==> src/rtl/npc_pred_pkg.sv <==
// Shared constants for the fetch-PC predictor: address defaults, BHT counter encodings, helpers.
// Latency: n/a (constants and pure functions only).
// Backpressure: n/a.
package npc_pred_pkg;

    localparam logic [31:0] RESET_PC_DEF = 32'h0000_3000;
    localparam logic [31:0] ISR_ADDR_DEF = 32'h0000_4180;

    // Two-bit saturating direction counter; bit[1] is the taken prediction.
    typedef enum logic [1:0] {
        SNT = 2'd0,
        WNT = 2'd1,
        WT  = 2'd2,
        ST  = 2'd3
    } bht_ctr_e;

    // Number of PC bits used to index a table of the given size.
    function automatic int bht_idx_w(input int entries);
        return $clog2(entries);
    endfunction

    // Conditional-branch target: PC plus sign-extended word offset, modulo 2^32.
    function automatic logic [31:0] br_target(input logic [31:0] pc_val, input logic [15:0] off);
        return pc_val + {{14{off[15]}}, off, 2'b00};
    endfunction

endpackage

==> src/rtl/npc_ras.sv <==
// Circular return-address stack; a push when full silently overwrites the oldest entry.
// Latency: push/pop take effect at the next rising edge; top/empty/full are registered state.
// Backpressure: none; push has priority over pop, and a pop on an empty stack is ignored.
module npc_ras
    import npc_pred_pkg::*;
#(
    parameter int DEPTH = 8
) (
    input  logic        clk,
    input  logic        reset_n,
    input  logic        push,
    input  logic        pop,
    input  logic [31:0] push_data,
    output logic [31:0] top,
    output logic        empty,
    output logic        full
);

    localparam int PTR_W = $clog2(DEPTH);
    localparam int CNT_W = PTR_W + 1;

    logic [31:0]      mem_q [DEPTH];
    logic [PTR_W-1:0] sp_q, sp_d, sp_inc;
    logic [CNT_W-1:0] cnt_q, cnt_d;

    // sp_q addresses the current top entry; a push pre-increments into the next slot,
    // which once the stack is full is exactly the oldest entry.
    assign sp_inc = sp_q + PTR_W'(1);
    assign top    = mem_q[sp_q];
    assign empty  = (cnt_q == '0);
    assign full   = (cnt_q == CNT_W'(DEPTH));

    // Pointer and occupancy next state; push wins over a simultaneous pop.
    always_comb begin
        sp_d  = sp_q;
        cnt_d = cnt_q;
        if (push) begin
            sp_d = sp_inc;
            if (!full) cnt_d = cnt_q + CNT_W'(1);
        end else if (pop && !empty) begin
            sp_d  = sp_q - PTR_W'(1);
            cnt_d = cnt_q - CNT_W'(1);
        end
    end

    // Pointer and occupancy registers.
    always_ff @(posedge clk or negedge reset_n) begin
        if (!reset_n) begin
            sp_q  <= '0;
            cnt_q <= '0;
        end else begin
            sp_q  <= sp_d;
            cnt_q <= cnt_d;
        end
    end

    // Entry storage needs no reset: occupancy gates every read that matters.
    always_ff @(posedge clk) begin
        if (push) mem_q[sp_inc] <= push_data;
    end

endmodule

==> src/rtl/npc_pred.sv <==
// Registered fetch PC with next-PC prediction (jump decode, RAS returns, branch direction).
// Latency: pred_target is combinational from pc; redirects and predictions land in pc one edge later.
// Backpressure: stall holds pc and freezes the RAS; exc/eret/mispredict redirects override stall.
// Optional macro NPC_PRED_BHT_EN: defined -> 2-bit BHT direction predictor; undefined -> backward-taken.
module npc_pred
    import npc_pred_pkg::*;
#(
    parameter logic [31:0] RESET_PC    = RESET_PC_DEF,
    parameter logic [31:0] ISR_ADDR    = ISR_ADDR_DEF,
    parameter int          BHT_ENTRIES = 64,
    parameter int          RAS_DEPTH   = 8
) (
    input  logic        clk,
    input  logic        reset_n,
    input  logic        stall,
    input  logic        f_is_branch,
    input  logic        f_is_j,
    input  logic        f_is_call,
    input  logic        f_is_ret,
    input  logic [15:0] f_offset,
    input  logic [25:0] f_jnum,
    input  logic        r_valid,
    input  logic [31:0] r_pc,
    input  logic        r_taken,
    input  logic        r_mispredict,
    input  logic [31:0] r_target,
    input  logic        exc_req,
    input  logic        eret_req,
    input  logic [31:0] epc,
    output logic [31:0] pc,
    output logic        pred_taken,
    output logic [31:0] pred_target,
    output logic        ras_empty,
    output logic        ras_full
);

    logic [31:0] pc_q, pc_d;
    logic [31:0] pc_plus4, pc_plus8;
    logic [31:0] ras_top;
    logic        redirect;
    logic        ras_push, ras_pop;
    logic        dir_taken;

    assign pc       = pc_q;
    assign pc_plus4 = pc_q + 32'd4;
    assign pc_plus8 = pc_q + 32'd8;
    assign redirect = exc_req | eret_req | (r_valid & r_mispredict);

    // The RAS only follows the fetch stream that actually advances; redirected or
    // stalled fetch words never touch it, and a call+ret word counts as a call.
    assign ras_push = f_is_call & ~stall & ~redirect;
    assign ras_pop  = f_is_ret & ~f_is_call & ~stall & ~redirect & ~ras_empty;

`ifdef NPC_PRED_BHT_EN
    localparam int IDX_W = bht_idx_w(BHT_ENTRIES);

    logic [1:0]       bht_q [BHT_ENTRIES];
    logic [IDX_W-1:0] rd_idx, wr_idx;
    logic             unused_r_pc;

    assign rd_idx      = pc_q[IDX_W+1:2];
    assign wr_idx      = r_pc[IDX_W+1:2];
    assign dir_taken   = bht_q[rd_idx][1];
    assign unused_r_pc = ^{r_pc[31:IDX_W+2], r_pc[1:0]};

    // Saturating counter training from execute; independent of stall, no read bypass.
    always_ff @(posedge clk or negedge reset_n) begin
        if (!reset_n) begin
            for (int i = 0; i < BHT_ENTRIES; i++) bht_q[i] <= WNT;
        end else if (r_valid) begin
            if (r_taken) begin
                if (bht_q[wr_idx] != ST) bht_q[wr_idx] <= bht_q[wr_idx] + 2'd1;
            end else begin
                if (bht_q[wr_idx] != SNT) bht_q[wr_idx] <= bht_q[wr_idx] - 2'd1;
            end
        end
    end
`else
    // Static direction: backward branches (negative offset) are loops, predict taken.
    localparam int unused_bht_entries = BHT_ENTRIES;
    logic          unused_resolve;

    assign dir_taken      = f_offset[15];
    assign unused_resolve = ^{r_pc, r_taken};
`endif

    npc_ras #(
        .DEPTH (RAS_DEPTH)
    ) u_ras (
        .clk       (clk),
        .reset_n   (reset_n),
        .push      (ras_push),
        .pop       (ras_pop),
        .push_data (pc_plus8),
        .top       (ras_top),
        .empty     (ras_empty),
        .full      (ras_full)
    );

    // Predicted successor of the current fetch word; the first matching hint wins.
    always_comb begin
        pred_target = pc_plus4;
        pred_taken  = 1'b0;
        if (f_is_j) begin
            pred_target = {pc_q[31:28], f_jnum, 2'b00};
            pred_taken  = 1'b1;
        end else if (f_is_ret) begin
            if (!ras_empty) begin
                pred_target = ras_top;
                pred_taken  = 1'b1;
            end
        end else if (f_is_branch && dir_taken) begin
            pred_target = br_target(pc_q, f_offset);
            pred_taken  = 1'b1;
        end
    end

    // Next fetch PC: later-stage redirects first, then stall, then the prediction.
    always_comb begin
        pc_d = pred_target;
        if (exc_req)                     pc_d = ISR_ADDR;
        else if (eret_req)               pc_d = epc;
        else if (r_valid && r_mispredict) pc_d = r_target;
        else if (stall)                  pc_d = pc_q;
    end

    // Fetch PC register.
    always_ff @(posedge clk or negedge reset_n) begin
        if (!reset_n) pc_q <= RESET_PC;
        else          pc_q <= pc_d;
    end

endmodule

==> config.mk <==
export PLATFORM = sky130hd
export DESIGN_NAME = npc_pred
export DESIGN_NICKNAME = d
export VERILOG_FILES = /design/src/rtl/npc_pred_pkg.sv /design/src/rtl/npc_ras.sv /design/src/rtl/npc_pred.sv
export SDC_FILE = /design/constraint.sdc
export NUM_CORES = 1
export LEC_CHECK = 0
export BUFFER_PORTS_ARGS = -buffer_cell sky130_fd_sc_hd__buf_2
export CORE_ASPECT_RATIO = 0.5
export CORE_MARGIN = 2
export CORE_UTILIZATION = 28
export DETAILED_ROUTE_END_ITERATION = 12
export GPL_ROUTABILITY_DRIVEN = 0
export PLACE_DENSITY = 0.56
export SYNTH_ARGS = -nofsm -noshare
export SYNTH_HDL_FRONTEND = slang
export SYNTH_SLANG_ARGS = --single-unit
==> constraint.sdc <==
create_clock -name clk -period 10.55 [get_ports clk]
set_input_delay 2.11 -clock clk [delete_from_list [all_inputs] [get_ports clk]]
set_output_delay 2.11 -clock clk [all_outputs]
set_load 0.01 [all_outputs]
==> impl_metrics.toml <==
[run_status]
status = "complete, no violations"

[routing]
avgViaCountPerCell = 5.36
dr_total_vias = 11700
first_pass_iters = 5
wirelength_mm = 50.6
detail-route-antenna-nets = 0
drtIter0Drc = 1210
drc_errors = 0
wl_per_cell_um = 23.2

[sta]
finClkSkew_ns = 0.0228
rsz0062_at_grt = "no"
slew_headroom_pct = 17.3
fin_crit_sh_pct = 68.5
max_freq_mhz = 138
finalSetupTns_ns = 0
worst_pin_slew_ns = 1.23
finalHoldViolations = 0
timing.final.ws_setup_ns = 3.32
setup_viol = 0
min_period_ns = 7.23
drv_slew = 0

[power]
p_comb_share_pct = 31.5
p_leak_nw = 6.74
p_total_mw = 3.70
power_frac_seq_pct = 40.3
p_clk_share_pct = 28.2
p_int_mw = 2.43
p_switching_mw = 1.27
p_per_area_nw_per_um2 = 200
netSwitchingFraction_pct = 34.3
ir_drop_mv = 0.144

[yosys]
synth_warnings = 0
synthArstFlopShare_pct = 13.2
yosysSeqAreaShare_pct = 54.6
syn_area_per_cell_um2 = 12.7
synth_top_area_share_pct = 48.4
synth_area_leader_cell = "edfxtp_1"
syn_area_um2 = 15900
syn_nets = 1435
synth-seq-cells = 295
synth_area_leaders = "edfxtp_1 (48%), mux4_2 (9.1%), dfrtp_1 (5.8%), ha_1 (2.8%), nand2_1 (2.5%)"
ys_types = 92
synthFlopType = "edfxtp_1"
syn_inst = 1248
synth-edff-count = 256

[critical_path]
crit_type = "input port to output port"
startpoint_type = "input port"
rr_endpoint = "pc[18]"
worst_ep_required_time_ns = 8.44
setup.worst_path.start = "f_offset[0]"
timing.rr.start = "pc[2]"
cp.arrival_ns = 5.12
reg2reg_slack_ns = 6.74
crit_fanout = 4
endpoint = "pred_target[20]"
endpoint_kind = "output port"
r2r_cells = 10

[global_route]
grt_max_degree = 46
gr-total-overflow = 0
grt_pass1_vias = 11000
grt_pass1_wl_mm = 73.5
antenna_found_initial = 1
track_usage_pct = 16.7

[clock_network]
clkTransAtPathRegs_ns = 0.06
htree_levels = 1
cts_resized = 0
hold_buffers = 0
cts_root_buffer = "clkbuf_16"
clk_latency_ns = 0.59
cts_buffer_depth = 3
cts_tree = "built"
cts.sinks = 295
cts_setup_buffers = 0
cts_made_buffers = 31

[die]
fp.coreArea_um2 = 55800
die_width_um = 341
row_count = 61
die_area_um2 = 58700
io_pins = 217
start_util_pct = 28.5
die_h_um = 172

[worst_hold_path]
hold_path_class = "flip-flop to flip-flop"

[finish]
syn2layout_area_growth_pct = 16.7
fin_nets = 1590
multi_input_area_um2 = 6780
seqCellArea_um2 = 8670
drive_above_1_share_pct = 24.8
fillers = 5467
post-route-util_pct = 33.2

[placement]
hpwlAfterDp_mm = 34.9
place_worst_setup_slack_ns = 3.46
io_buffer_count = 183

[job]
drv_cap = 0
metal layers:
layer / up-vias / wire length, um / global-route usage [%]
met5: - / 0 / 0
met2: 469 / 22300 / 25.3
met1: 5952 / 23000 / 24.3
met4: 0 / 1690 / 5.77
met3: 91 / 3610 / 2.47
li1: 5203 / - / -
cell usage in the layout, fill, tap and decap left out, types with 31 or more instances in the layout:
cell	n
xnor2_1	40
buf_2	183
clkbuf_16	31
a21oi_1	65
mux4_2	64
dfrtp_1	34
nor2_1	70
edfxtp_1	256
ha_1	35
o21ai_0	52
mux2i_1	37
nand2_1	106
nand3_1	35
critical path, cell delays in order:
cell,delay (ns)
buf_2,0.10
ha_1,0.23
fa_1,0.47
a211oi_2,0.35
o21ai_1,0.18
and3b_1,0.21
o21ai_1,0.32
a21oi_1,0.16
xor2_1,0.19
o211ai_1,0.46
o21ai_0,0.17
buf_2,0.17
flip-flops by register name (all words and copies together) (netlist names):
| signal | flops |
|---|---|
| pc | 32 |
| u_ras.cnt_q | 4 |
| u_ras.mem_q | 256 |
| u_ras.sp_q | 3 |
per-stage QoR:
stage               cells  hold WS [ns]  area [um2]
finish               2184         0.581       18500
global route         2183         0.598       18500
CTS                  2182         0.581       18500
detailed placement   2126         0.569       17600
global placement     2126         0.559       17600
floorplan            1248         0.527       15900
cells in the mapped netlist, types with 35 or more instances:
master,count
clkbuf_1,47
ha_1,35
a21oi_1,65
dfrtp_1,37
xnor2_1,40
o21ai_0,52
nor2_1,74
nand3_1,35
nand2_1,106
mux4_2,64
edfxtp_1,256
mux2i_1,37
cells by family (layout without fill, tap and decap cells):
family	Yosys count	in the layout	share of synthesized area [%]
mux	109	109	12.0
simple gates	341	341	11.1
buf+inv	104	282	3.03
other cells	0	2	0
xor+xnor	65	65	3.59
flops	295	295	54.6
fa+ha+maj	37	37	3.01
compound gates	297	297	12.7
worst min-delay path by stage:
stage / startpoint / end / slack (ns) / depth (start not counted)
finish: u_ras.cnt_q[3] / u_ras.cnt_q[3] / 0.58 / 1
global route: u_ras.cnt_q[3] / u_ras.cnt_q[3] / 0.60 / 1
CTS: u_ras.cnt_q[3] / u_ras.cnt_q[3] / 0.58 / 1
detailed placement: u_ras.cnt_q[3] / u_ras.cnt_q[3] / 0.57 / 1
global placement: u_ras.cnt_q[3] / u_ras.cnt_q[3] / 0.56 / 1
floorplan: u_ras.cnt_q[3] / u_ras.cnt_q[3] / 0.53 / 1
power groups by stage:
stage | Clock, mW | Sequential [mW] | Combinational (mW)
global placement | 0 | 1.51 | 1.15
floorplan | 0 | 1.40 | 0.870
finish | 1.04 | 1.49 | 1.17
detailed placement | 0 | 1.51 | 1.15
CTS | 1.06 | 1.49 | 1.15
global route | 1.11 | 1.50 | 1.24
layout make-up:
class	instances	share of cell area, %
antenna	2	0.0270
sequential	295	46.8
tap	756	5.11
clock buffer	37	4.31
multi-input combinational	849	36.6
inverter	21	0.426
clock inverter	19	0.892
timing repair buffer	205	5.84
(Power assumes the default switching activity.)
